<file path="config.mk">
export PLATFORM = sky130hd
export DESIGN_NAME = rab_miss_replay_ctrl
export DESIGN_NICKNAME = d
export VERILOG_FILES = /design/src/rtl/rab_miss_replay_ctrl.sv
export SDC_FILE = /design/constraint.sdc
export NUM_CORES = 1
export LEC_CHECK = 0
export BUFFER_PORTS_ARGS = -buffer_cell sky130_fd_sc_hd__buf_2
export CORE_ASPECT_RATIO = 1.1
export CORE_MARGIN = 5
export CORE_UTILIZATION = 48
export CTS_BUF_LIST = sky130_fd_sc_hd__clkbuf_4 sky130_fd_sc_hd__clkbuf_8
export CTS_CLUSTER_DIAMETER = 40
export DETAILED_ROUTE_END_ITERATION = 7
export GPL_TIMING_DRIVEN = 0
export PLACE_DENSITY = 0.83
export SYNTH_ARGS = -nofsm -noshare
export SYNTH_HDL_FRONTEND = slang
export SYNTH_SLANG_ARGS = --single-unit
</file>
<file path="constraint.sdc">
create_clock -name clk -period 2.72 [get_ports clk]
set_clock_uncertainty 0.2 [all_clocks]
set_input_delay 0.272 -clock clk [delete_from_list [all_inputs] [get_ports clk]]
set_output_delay 0.272 -clock clk [all_outputs]
set_load 0.02 [all_outputs]
</file>
<file path="src/rtl/rab_miss_replay_ctrl.sv">
// rab_miss_replay_ctrl
// Sequences the head entry of a RAB BRAM transaction buffer. The head is held
// while a translation lookup runs; hits are forwarded downstream, misses are
// parked until the miss handler replays or drops them. Entries the handler
// never serves are auto-dropped after TIMEOUT miss cycles, and a flush command
// drains every pending entry.
//
// Ports:
//   clk, rst                    clock (rising edge), async active-high reset
//   buf_valid_i, buf_data_i     buffer head entry
//   buf_ready_o                 pop strobe back to the buffer
//   lookup_req_o/addr_o         one-cycle lookup request and its address
//   lookup_valid_i/hit_i        lookup result strobe and hit/miss flag
//   out_valid_o/data_o/ready_i  downstream handshake
//   miss_o, miss_addr_o         parked-miss indication and captured address
//   handler_valid_i/replay_i    miss handler decision (1=replay, 0=drop)
//   flush_i                     drain all pending entries
//   timeout_o                   sticky flag, set on any auto-drop
//   drop_cnt_o                  saturating count of dropped entries
//
// ADDR_WIDTH must not exceed DATA_WIDTH; TIMEOUT must be at least 2.

module rab_miss_replay_ctrl #(
    parameter int DATA_WIDTH = 32,
    parameter int ADDR_WIDTH = 32,
    parameter int TIMEOUT    = 1024,
    parameter int CNT_WIDTH  = 16
) (
    input  logic                  clk,
    input  logic                  rst,
    input  logic                  buf_valid_i,
    input  logic [DATA_WIDTH-1:0] buf_data_i,
    output logic                  buf_ready_o,
    output logic                  lookup_req_o,
    output logic [ADDR_WIDTH-1:0] lookup_addr_o,
    input  logic                  lookup_valid_i,
    input  logic                  lookup_hit_i,
    output logic                  out_valid_o,
    output logic [DATA_WIDTH-1:0] out_data_o,
    input  logic                  out_ready_i,
    output logic                  miss_o,
    output logic [ADDR_WIDTH-1:0] miss_addr_o,
    input  logic                  handler_valid_i,
    input  logic                  handler_replay_i,
    input  logic                  flush_i,
    output logic                  timeout_o,
    output logic [CNT_WIDTH-1:0]  drop_cnt_o
);

    localparam int TW = $clog2(TIMEOUT);
    localparam logic [TW-1:0] CNT_LAST = TW'(TIMEOUT - 1);

    typedef enum logic [2:0] {
        IDLE,
        REQ,
        WAIT,
        FWD,
        MISS,
        DROP,
        FLUSH
    } state_t;

    state_t        state;
    state_t        next;
    logic [TW-1:0] miss_cnt;
    logic          lookup_phase;
    logic          got_hit;
    logic          got_miss;
    logic          timed_out;
    logic          drop_pop;

    // A result strobe only counts while a lookup is actually outstanding.
    assign lookup_phase = (state == REQ) || (state == WAIT);
    assign got_hit      = lookup_phase && lookup_valid_i && lookup_hit_i;
    assign got_miss     = lookup_phase && lookup_valid_i && !lookup_hit_i;

    // Handler and flush both outrank the timeout in the final miss cycle.
    assign timed_out = (state == MISS) && !handler_valid_i && !flush_i &&
                       (miss_cnt == CNT_LAST);

    assign drop_pop = buf_ready_o && ((state == DROP) || (state == FLUSH));

    always_ff @(posedge clk or posedge rst) begin
        if (rst) begin
            state <= IDLE;
        end else begin
            state <= next;
        end
    end

    always_comb begin
        next = state;
        case (state)
            IDLE:  if (buf_valid_i) next = REQ;
            REQ, WAIT: begin
                if (got_hit)              next = FWD;
                else if (got_miss)        next = MISS;
                else                      next = WAIT;
            end
            FWD:   if (out_ready_i) next = IDLE;
            MISS: begin
                if (handler_valid_i)      next = handler_replay_i ? REQ : DROP;
                else if (flush_i)         next = FLUSH;
                else if (timed_out)       next = DROP;
            end
            DROP:  next = IDLE;
            FLUSH: if (!buf_valid_i) next = IDLE;
            default: next = IDLE;
        endcase
    end

    always_comb begin
        lookup_req_o = 1'b0;
        out_valid_o  = 1'b0;
        miss_o       = 1'b0;
        buf_ready_o  = 1'b0;
        case (state)
            REQ:         lookup_req_o = 1'b1;
            FWD: begin
                out_valid_o = 1'b1;
                buf_ready_o = out_ready_i && buf_valid_i;
            end
            MISS:        miss_o = 1'b1;
            DROP, FLUSH: buf_ready_o = buf_valid_i;
            default: ;
        endcase
    end

    // Address/data are gated so every output reads zero outside its phase,
    // including while reset is held.
    assign lookup_addr_o = lookup_req_o ? buf_data_i[ADDR_WIDTH-1:0] : '0;
    assign out_data_o    = out_valid_o ? buf_data_i : '0;

    // The miss counter is zero on the first MISS cycle and counts up from there.
    always_ff @(posedge clk or posedge rst) begin
        if (rst) begin
            miss_cnt <= '0;
        end else if (state != MISS) begin
            miss_cnt <= '0;
        end else begin
            miss_cnt <= miss_cnt + TW'(1);
        end
    end

    always_ff @(posedge clk or posedge rst) begin
        if (rst) begin
            miss_addr_o <= '0;
            timeout_o   <= 1'b0;
            drop_cnt_o  <= '0;
        end else begin
            if (got_miss) begin
                miss_addr_o <= buf_data_i[ADDR_WIDTH-1:0];
            end
            if (timed_out) begin
                timeout_o <= 1'b1;
            end
            if (drop_pop && (drop_cnt_o != {CNT_WIDTH{1'b1}})) begin
                drop_cnt_o <= drop_cnt_o + CNT_WIDTH'(1);
            end
        end
    end

endmodule

</file>
== Word-level counts from Yosys, hierarchy flattened ==
Index checks and enable logic that the tools add are counted.

* Bits in registers: 62
* Input port bits: 41
* Output and inout port bits: 117
* Word-level logic and storage cells: 55

* Add/subtract/negate cells: 2
* Equal/unequal tests: 13
* Mux-type cells: 17
* Reductions and logical operators: 18

{| class="wikitable"
|+ Operators with widths
! cell !! number
|-
| 2-to-1 mux 32 bit || 2
|-
| 2-to-1 mux 3 bit || 9
|-
| adder 16 x 1 -> 16 bit, second input constant || 1
|-
| inequality test 16 bit, second input constant || 1
|-
| case mux 3 bit (5 select lines) || 1
|-
| adder 10 x 1 -> 10 bit, second input constant || 1
|-
| equality test 10 bit, second input constant || 1
|-
| 2-to-1 mux 10 bit || 1
|-
| equality test 3 bit, second input constant || 3
|-
| logical AND 1 bit || 9
|-
| equality test 3 x 2 -> 1 bit, second input constant || 2
|-
| inequality test 2 bit, second input constant || 3
|-
| inequality test 4 bit, second input constant || 1
|-
| AND reduction 4 bit || 1
|-
| OR reduction 2 bit || 2
|-
| equality test 3 x 1 -> 1 bit, second input constant || 1
|-
| zero test 1 bit || 3
|-
| zero test 3 bit || 1
|-
| 2-to-1 mux 1 bit || 3
|-
| inequality test 3 bit, second input constant || 1
|-
| logical OR 1 bit || 2
|-
| case mux 1 bit (2 select lines) || 1
|}

== Logic depth before layout (Yosys ltp) ==
* Word-level depth: 8
* Mapped depth: 6

== Worst setup path after synthesis ==
OpenSTA, ideal clock, no wires.

* Path type: register to register
* From: register drop_cnt_o[0]
* To: register drop_cnt_o[1]
* Setup time: 0.125 ns
* Arrival: 1.837 ns
* Required time: 2.395 ns
* Setup slack: 0.558 ns
* Stages on the path, launching flop included: 6
* Period minus slack after synthesis: 2.162 ns
* Path through: dfrtp_1 > ha_1 > nand3_1 > or4_4 > and2_1 > mux2_2

* Cells in the longest elaborated chain, start to end: 2
* Elaborated cells between the ends (all ways): 3
* Classes of those cells: add/sub (1); eq/ne (1); reduce/logical (1)

{| class="wikitable"
|+ RTL lines
! element !! line !! source
|-
| start, declared || 47 || <nowiki>output logic [CNT_WIDTH-1:0] drop_cnt_o</nowiki>
|-
| start signal, assigned || 158 || <nowiki>drop_cnt_o <= drop_cnt_o + CNT_WIDTH'(1);</nowiki>
|-
| branches (longest 2 deep; another with adder 16 x 1 -> 16 bit) || - ||
|}

Several ways; the timed one is not identified.
A chain may end at the register's enable or synchronous reset.

== Worst setup path after layout ==
* From: register state[2]
* To: output lookup_addr_o[3]

* Cells in the longest elaborated chain, start to end: 3

{| class="wikitable"
|+ RTL lines
! element !! line !! source
|-
| start, declared || 63 || <nowiki>state_t state;</nowiki>
|-
| start signal, assigned || 87 || <nowiki>state <= next;</nowiki>
|-
| equality test 3 x 1 -> 1 bit || 117 || <nowiki>case (state)</nowiki>
|-
| 2-to-1 mux 1 bit || 117 ||
|-
| 2-to-1 mux 32 bit || 131 || <nowiki>assign lookup_addr_o = lookup_req_o ? buf_data_i[ADDR_WIDTH-1:0] : '0;</nowiki>
|-
| end, declared || 35 || <nowiki>output logic [ADDR_WIDTH-1:0] lookup_addr_o,</nowiki>
|}

Every way passes these cells.

==> results.yml <==
floorplan:
  coreArea_mm2: 0.006555
  die_x_um: 87.86
  io_pins: 158
  dieArea_mm2: 0.008402
  num_rows: 31
  die_h_um: 95.64
  start_util_pct: 48.83
grt:
  gr-total-overflow: 0
  grt_max_degree: 33
  grt_pass1_vias: 2901
  antenna_found_initial: 0
  grt_use_total_pct: 21.87
  grt_pass1_wl_um: 14100
placed_design:
  gp_congestion: 0.8371
  dp_slack_ns: 0.2728
  io_buffers: 157
  dp.cells: 542
  hpwl_um: 6488
  placed_area_mm2: 0.004109
route:
  dr.pass1.iters: 4
  vias: 2931
  postRouteAntennaNets: 0
  wl_um: 8882
  drc_errors: 0
  routed_via_density: 5.019
  drt-initial-drc-count: 143
  routedWlPerCell_um: 15.21
sta:
  worstMarginPinSlew_ns: 0.6702
  rsz0062_at_grt: "no"
  slew_headroom_pct: 55.26
  clock.fmax_mhz: 397.3
  min_period_over_period_pct: 92.54
  hold_viol: 0
  slew_viol_final: 0
  layout_setup_ws_ns: 0.2030
  setup_violations: 0
  hold-worst-slack_ns: 0.01303
  fin_crit_ns: 2.517
logic_synthesis:
  synth_adder_area_share_pct: 0.7819
  yosysWarnings: 0
  synth_top_area_cell: "dfrtp_1"
  synth_compound_area_share_pct: 3.675
  synthSimpleGateAreaFrac_pct: 26.97
  netlist_instances: 302
  synth_xor_area_share_pct: 4.926
  synth.area.top_cells: "dfrtp_1 (48%), and2_1 (13%), mux2_2 (12%)"
  ys_ff_latch: 62
  postSynthNetCount: 345
  synth_cell_type_count: 40
  netlist.area_leader.share_pct: 48.48
  avgSynthCellArea_um2: 10.60
  seq_area_frac_synth_pct: 48.48
  synth_mux_area_share_pct: 12.67
  synth.cell_area_mm2: 0.003201
  synth_top_family_by_area: "simple AND/OR/NAND/NOR gates"
cells_and_area:
  seqCellArea_mm2: 0.001551
  syn_to_final_growth_pct: 44.14
  fin_area_mm2: 0.004613
  nets: 540
  layout.cells.non_filler: 584
  antennaDiodeCount: 0
  fin_util_pct: 70.38
  multi_input_area_mm2: 0.001574
  layout_common_cells: "buf_2 (161), and2_1 (66), dfrtp_1 (62)"
  drive_gt1_share_pct: 44.22
  fill_cells: 484
  final_common_cell: "buf_2"
pwr:
  p_leak_nw: 2.391
  ir_drop_uv: 663.9
  power_density_mw_per_mm2: 1026
critical_path:
  cp.required_ns: 2.25
  end_kind: "output pin"
  slowest_delay_ns: 0.42
  cp_max_fo: 10
  rr_startpoint: "drop_cnt_o[0]"
  startpoint_type: "register"
  cp_common_cell: "clkbuf_1"
  crit_start: "state[2]"
  cp.arrival_ns: 2.04
  crit_slowest_cell: "nor3b_2"
  crit_path_cell_trace: "clkbuf_1, nor3b_2, clkbuf_1, and2_1, buf_2"
  critPathKind: "reg2out"
clocking:
  worst_skew_pair.late_latency_ns: 0.33
  cts_max_path_buffers: 2
  cts_sinks: 62
  clock-root-buffer: "clkbuf_8"
  htreeDepth: 3
  numCtsBuffers: 9
  clk_pin_slew_worst_paths_ns: 0.07
  cts_tree: "yes"
min_path:
  hold_start: "buf_data_i[2]"
  worstHoldPathType: "in2reg"
job:
  maxCapViolCount: 0
run_status:
  outcome: "completed"
-- report_power, final --
group	internal, mW	total, mW	switching, mW
Clock	0.600	0.949	0.348
Combinational	0.929	2.40	1.47
Sequential	1.22	1.39	0.168
-- worst paths after layout --
path	end	slack, ns	cells after the start
hold reg to reg	timeout_o	0.27	1
setup / recovery	lookup_addr_o[3]	0.20	5
max in group asynchronous	miss_addr_o[29]	1.34	4
hold / removal	miss_addr_o[2]	0.01	2
min in group asynchronous	timeout_o	0.38	3
setup reg to reg	drop_cnt_o[1]	0.51	5
-- state kept, by name (all words and copies together) (netlist names) --
| name | count |
|---|---|
| state | 3 |
| drop_cnt_o | 16 |
| miss_addr_o | 32 |
| miss_cnt | 10 |
| timeout_o | 1 |
-- per-layer routing --
| layer | part of all wire (%) | track usage, % | vias up |
|---|---|---|---|
| met4 | 2.0 | 8.951 | 0 |
| li1 | - | - | 1427 |
| met1 | 39 | 26.57 | 1380 |
| met3 | 6.7 | 3.803 | 19 |
| met2 | 52 | 38.13 | 105 |
| met5 | 0 | 0 | - |
-- through the flow --
stage	power (mW)	TNS (ns)
3_5_place_dp	3.772	0
5_1_grt	5.014	0
6_report	4.733	0
3_3_place_gp	3.712	-1.277
2_1_floorplan	2.954	0
4_1_cts	4.760	0
-- cell type report --
| type | count | area share, % |
|---|---|---|
| well taps | 82 | 2.224 |
| flip-flops and latches | 62 | 33.63 |
| inverters | 4 | 0.3255 |
| clock inverters | 3 | 1.410 |
| plain buffers | 15 | 1.437 |
| repair buffers | 184 | 23.11 |
| clock buffers | 13 | 3.743 |
| multi-input cells | 221 | 34.12 |
-- cells in the mapped netlist --
master     instances
a211oi_2           1
a21o_1             2
a21oi_1            5
a221oi_1           1
a2bb2oi_1          1
a31oi_1            1
and2_1            66
and3_1             3
and3b_1            1
and4_1             3
buf_2              4
buf_4              1
clkbuf_1          10
dfrtp_1           62
ha_1               2
inv_1              4
mux2_1             2
mux2_2            34
nand2_1           20
nand2b_1           2
nand3_1            9
nand3b_1           1
nand4_1            7
nor2_1            12
nor2b_1            1
nor3_1             5
nor3_2             1
nor3b_1            3
nor4_1             4
nor4_2             2
nor4b_1            2
o211ai_1           1
o21a_1             1
o21ai_0            4
o22ai_1            1
or2_2              1
or3_1              3
or4_4              1
xnor2_1            8
xor2_1            10
-- cells by family after synthesis --
logic type	count (synthesis)
xor gates and xnor gates	18
and+or+nand+nor	147
AOI/OAI and AO/OA	18
adders and majority gates	2
buffers and inverters	19
muxes	36
DFF	62
-- critical path, delay by kind of cell, from the launching register on --
| kind | cells | cell delay (ns) |
|---|---|---|
| simple gates | 2 | 0.61 |
| buf+inv | 3 | 0.72 |
| flops | 1 | 0.39 |
-- timing repair --
| item | 4_1_cts | 5_1_grt |
|---|---|---|
| endpoints found under the hold margin | 55 | 0 |
| gates resized for setup | 1 | 2 |
| hold buffers | 26 | 0 |
| buffers inserted | 0 | 0 |
| endpoints found under the setup margin | 29 | 8 |
No activity file was read; power rests on OpenSTA's default activity.
